[config.mk]
export PLATFORM = sky130hd
export DESIGN_NAME = pool_max2x2
export DESIGN_NICKNAME = d
export VERILOG_FILES = /design/src/rtl/pool_max2x2.sv
export SDC_FILE = /design/constraint.sdc
export NUM_CORES = 2
export LEC_CHECK = 0
export BUFFER_PORTS_ARGS = -buffer_cell sky130_fd_sc_hd__buf_2
export CAP_MARGIN = 20
export CORE_MARGIN = 2
export CORE_UTILIZATION = 60
export DETAILED_ROUTE_END_ITERATION = 7
export GPL_ROUTABILITY_DRIVEN = 0
export PLACE_DENSITY = 0.77
export SLEW_MARGIN = 20
export SYNTH_ARGS = -nofsm -noshare
export SYNTH_HDL_FRONTEND = slang
export SYNTH_SLANG_ARGS = --single-unit
[constraint.sdc]
create_clock -name pool_clk -period 10.92 [get_ports pool_clk]
set_clock_uncertainty 0.15 [all_clocks]
set_input_delay 2.184 -clock pool_clk [delete_from_list [all_inputs] [get_ports pool_clk]]
set_output_delay 2.184 -clock pool_clk [all_outputs]
set_load 0.02 [all_outputs]
[src/rtl/pool_max2x2.sv]
// 2x2 stride-2 max pooling over a raster pixel stream, all lanes in parallel.
// Each horizontal pair is reduced first; even rows park the pair maximum in a half-width line buffer.
module pool_max2x2 #(
  parameter int DATA_WIDTH = 22,
  parameter int NUM_INPUTS = 4,
  parameter int IMG_WIDTH  = 28,
  parameter int IMG_HEIGHT = 28
) (
  input  logic                                  pool_clk,
  input  logic                                  pool_rst,
  input  logic                                  pool_clear_i,
  input  logic                                  pool_valid_i,
  input  logic [NUM_INPUTS-1:0][DATA_WIDTH-1:0] pool_data_i,
  output logic                                  pool_valid_o,
  output logic [NUM_INPUTS-1:0][DATA_WIDTH-1:0] pool_data_o,
  output logic                                  pool_last_o
);

  localparam int CW    = (IMG_WIDTH > 2) ? $clog2(IMG_WIDTH) : 1;
  localparam int RW    = (IMG_HEIGHT > 2) ? $clog2(IMG_HEIGHT) : 1;
  localparam int DEPTH = IMG_WIDTH / 2;
  localparam int LW    = (DEPTH > 1) ? $clog2(DEPTH) : 1;

  typedef logic [NUM_INPUTS-1:0][DATA_WIDTH-1:0] pix_t;

  generate
    if ((IMG_WIDTH % 2) != 0 || IMG_WIDTH < 2) begin : g_bad_width
      $error("pool_max2x2: IMG_WIDTH must be even and at least 2");
    end
    if ((IMG_HEIGHT % 2) != 0 || IMG_HEIGHT < 2) begin : g_bad_height
      $error("pool_max2x2: IMG_HEIGHT must be even and at least 2");
    end
  endgenerate

  // Ties keep the first operand; the value is identical either way.
  function automatic logic signed [DATA_WIDTH-1:0] lane_max(
    input logic signed [DATA_WIDTH-1:0] a,
    input logic signed [DATA_WIDTH-1:0] b
  );
    return (b > a) ? b : a;
  endfunction

  function automatic pix_t pix_max(input pix_t a, input pix_t b);
    pix_t m;
    for (int l = 0; l < NUM_INPUTS; l++) begin
      m[l] = lane_max(a[l], b[l]);
    end
    return m;
  endfunction

  logic [CW-1:0] col_p0;
  logic [RW-1:0] row_p0;
  pix_t          pair_p0;
  pix_t          line_buf [DEPTH];

  logic          accept;
  logic          col_last;
  logic          row_last;
  logic [LW-1:0] lb_idx;
  pix_t          hmax;
  pix_t          pool_res;

  logic          vld_p1;
  logic          last_p1;
  pix_t          data_p1;

  assign accept   = pool_valid_i & ~pool_clear_i;
  assign col_last = (col_p0 == CW'(IMG_WIDTH - 1));
  assign row_last = (row_p0 == RW'(IMG_HEIGHT - 1));
  assign lb_idx   = LW'(col_p0 >> 1);

  always_comb begin
    hmax     = pix_max(pair_p0, pool_data_i);
    pool_res = pix_max(line_buf[lb_idx], hmax);
  end

  // Stage p0: raster position, pair register and output register
  always_ff @(posedge pool_clk or posedge pool_rst) begin
    if (pool_rst) begin
      col_p0  <= '0;
      row_p0  <= '0;
      pair_p0 <= '0;
      vld_p1  <= 1'b0;
      last_p1 <= 1'b0;
      data_p1 <= '0;
    end else if (pool_clear_i) begin
      col_p0  <= '0;
      row_p0  <= '0;
      pair_p0 <= '0;
      vld_p1  <= 1'b0;
      last_p1 <= 1'b0;
    end else begin
      vld_p1  <= 1'b0;
      last_p1 <= 1'b0;
      if (accept) begin
        if (!col_p0[0]) begin
          pair_p0 <= pool_data_i;
        end else if (row_p0[0]) begin
          data_p1 <= pool_res;
          vld_p1  <= 1'b1;
          last_p1 <= row_last && col_last;
        end
        if (col_last) begin
          col_p0 <= '0;
          row_p0 <= row_last ? '0 : row_p0 + 1'b1;
        end else begin
          col_p0 <= col_p0 + 1'b1;
        end
      end
    end
  end

  // Line buffer is written only on even rows and read only on odd rows
  always_ff @(posedge pool_clk) begin
    if (accept && col_p0[0] && !row_p0[0]) begin
      line_buf[lb_idx] <= hmax;
    end
  end

  // Stage p1: registered pooled pixel
  assign pool_valid_o = vld_p1;
  assign pool_last_o  = last_p1;
  assign pool_data_o  = data_p1;

endmodule

==> impl_metrics.ini <==
[sta]
drv_slew = 0
finalSetupTns_ns = 0
setup_slack_ns = 2.79
min_period_over_period = 0.744
hold_slack_ns = 0.361
rsz0062_at_grt = false
max_freq_mhz = 123
worst_slew_pin_slew_ns = 1.15
finalHoldViolCount = 0
setup_viol = 0
timing.slew.headroom = 0.231
layout_min_cycle_time_ns = 8.13

[finish]
fin_nets = 3895
fin_area_um2 = 66700
final_common_cell = edfxtp_1
finish.utilization = 0.677
final_cell_mix = edfxtp_1, mux4_2, a21oi_1
n_antenna_cell = 0
fin_cells = 5026
n_fill_cell = 6211
drive_above_1_share = 0.225
synthToLayoutAreaGrowth_pct = 11.5

[place]
dp.cells = 4770
place_ws_ns = 2.10
hpwl_mm = 74.6
dpl-instance-area_um2 = 62200
numPortBuffers = 181

[setup_path]
path_class = input pin to flip-flop
crit_required_ns = 11.44
cp_max_fo = 23
cp-end-kind = flip-flop
critPathLaunchType = input pin
critPathArrivalTime_ns = 8.65
reg2reg_depth = 17

[global_routing]
grt_use_total = 0.273
grt_pass1_vias = 33300
grt_overflow = 0
grt_first_pass_wirelength_mm = 208
antenna_found_initial = 0
grt_max_degree = 132

[clocking]
postCtsSetupBuffers = 0
cts_resized = 0
cts_tree = done
holdBufCountCts = 0
clk_latency_ns = 0.75
cts.path.max_buffers = 3
clk_pin_slew_worst_paths_ns = 0.06
cts_root_buf = clkbuf_16
clock-sinks = 1420
cts-buffers-inserted = 140
htree_levels = 4

[synth]
ys_seq_elements = 1420
synthCells = 3428
async_flop_share = 0.132
synth_edf_count = 1232
synth_ff_type = edfxtp_1
synth.distinct_cells = 61
yosysWarnings = 0
synthesis.area_um2 = 59900
syn_nets = 3698
avgSynthCellArea_um2 = 17.5
ys_seq_area_frac = 0.697

[floorplanning]
coreArea_um2 = 98600
chipWidth_um = 320
die_area_um2 = 102000
pin_count = 182
rows = 115
start_util = 0.607
die_y_um = 320

[route]
drc = 0
ant_nets = 0
wl_met1_mm = 55.6
viasPerCell = 6.59
dr_wl_met3_mm = 11.5
top_layer = met4
wl_per_cell_um = 27.5
wl_met2_mm = 67.7
drt_iter0_drc = 3456
vias = 33100
first_pass_iters = 5
wl_mm = 138

[power]
ir_drop_mv = 0.160
power_density_nw_per_um2 = 177
power.leakage_nw = 23.3
power_mw = 11.8

[min_path]
min_path_cells = 2
hold_class = flip-flop to flip-flop

[outcome]
status = finished clean

[run]
cap_violations = 0
==> path summary, 6_finish.rpt <==
kind                                  from              end  slack [ns]
max in group asynchronous         pool_rst        col_p0[4]        7.86
max                        pool_data_i[65]  pool_data_o[65]        2.79
max reg2reg                    pair_p0[65]  pool_data_o[65]        3.93
min                        pool_data_o[66]  pool_data_o[66]        0.36
min in group asynchronous         pool_rst      pair_p0[59]        1.40
min reg2reg                pool_data_o[66]  pool_data_o[66]        0.36
==> flip-flops by register name (all words and copies together) (netlist names) <==
signal        flops
line_buf       1232
pair_p0          88
pool_data_o      88
col_p0            5
row_p0            5
pool_last_o       1
pool_valid_o      1
==> final cells by class <==
| type | instances | area (um^2) | share of cell area |
|---|---|---|---|
| Sequential cell | 1420 | 41700 | 0.625 |
| Timing Repair Buffer | 239 | 1420 | 0.0213 |
| Tap cell | 1287 | 1610 | 0.0241 |
| Inverter | 108 | 413 | 0.00619 |
| Clock inverter | 62 | 613 | 0.00919 |
| Multi-Input combinational cell | 1716 | 17100 | 0.256 |
| Clock buffer | 194 | 3900 | 0.0585 |
==> where the power goes <==
group | internal, mW | total, mW | leakage [nW] | switching (mW)
clock network | 2.74 | 4.75 | 2.20 | 2.00
registers | 6.09 | 6.11 | 13.8 | 0.0260
logic | 0.324 | 0.934 | 7.35 | 0.610
total | 9.16 | 11.8 | 23.3 | 2.64
==> worst max-delay path, stage by stage <==
cell and delay [ns]:
buf_2 0.14, ha_1 0.34, nand4_1 0.34, nor4_1 0.54, o31ai_1 0.21, and4_1 0.25
o21ai_2 0.67, buf_4 0.37, mux2_1 0.56, ha_1 0.46, nand4_1 0.15, or4_1 0.53
a311o_1 0.34, and3_4 0.18, a31oi_4 0.67, and2_4 0.48, a221o_1 0.21
==> cells in the mapped netlist, types with 6 or more instances <==
library cell	instances	area [um^2]
edfxtp_1	1232	37000
mux4_2	268	6040
a21oi_1	252	1260
nor2_1	227	852
dfrtp_1	188	4700
ha_1	178	2230
mux2i_1	170	1700
clkbuf_1	110	413
inv_1	108	405
a22o_1	107	937
mux2_2	69	777
nor3_1	67	335
nand2_1	66	248
a221o_1	57	571
buf_2	42	210
a21o_1	33	248
nand4_1	31	194
o21ai_0	23	115
buf_1	20	75.1
nand3_1	20	100
mux2_4	18	270
o31ai_1	15	113
nand2b_1	14	87.6
and4_1	13	114
mux2_1	10	113
nor3b_1	7	52.6
a21boi_0	6	45.0
buf_6	6	67.6
nor2b_1	6	37.5
nor4_1	6	37.5
==> cell families (layout without fill, tap and decap cells) <==
| logic type | after synthesis | in the layout | share of synthesized area |
|---|---|---|---|
| AOI/OAI and AO/OA | 531 | 531 | 0.0604 |
| adders and majority gates | 178 | 178 | 0.0372 |
| buffers and inverters | 292 | 603 | 0.0206 |
| DFF | 1420 | 1420 | 0.697 |
| muxes | 535 | 535 | 0.149 |
| and+or+nand+nor | 472 | 472 | 0.0365 |
==> layer usage <==
metal | track usage | vias up
met5 | 0 | -
met4 | 0.0796 | 0
met3 | 0.0419 | 252
met2 | 0.442 | 1537
met1 | 0.391 | 17200
li1 | - | 14100
Note: power is estimated with default switching activity, not from simulation.
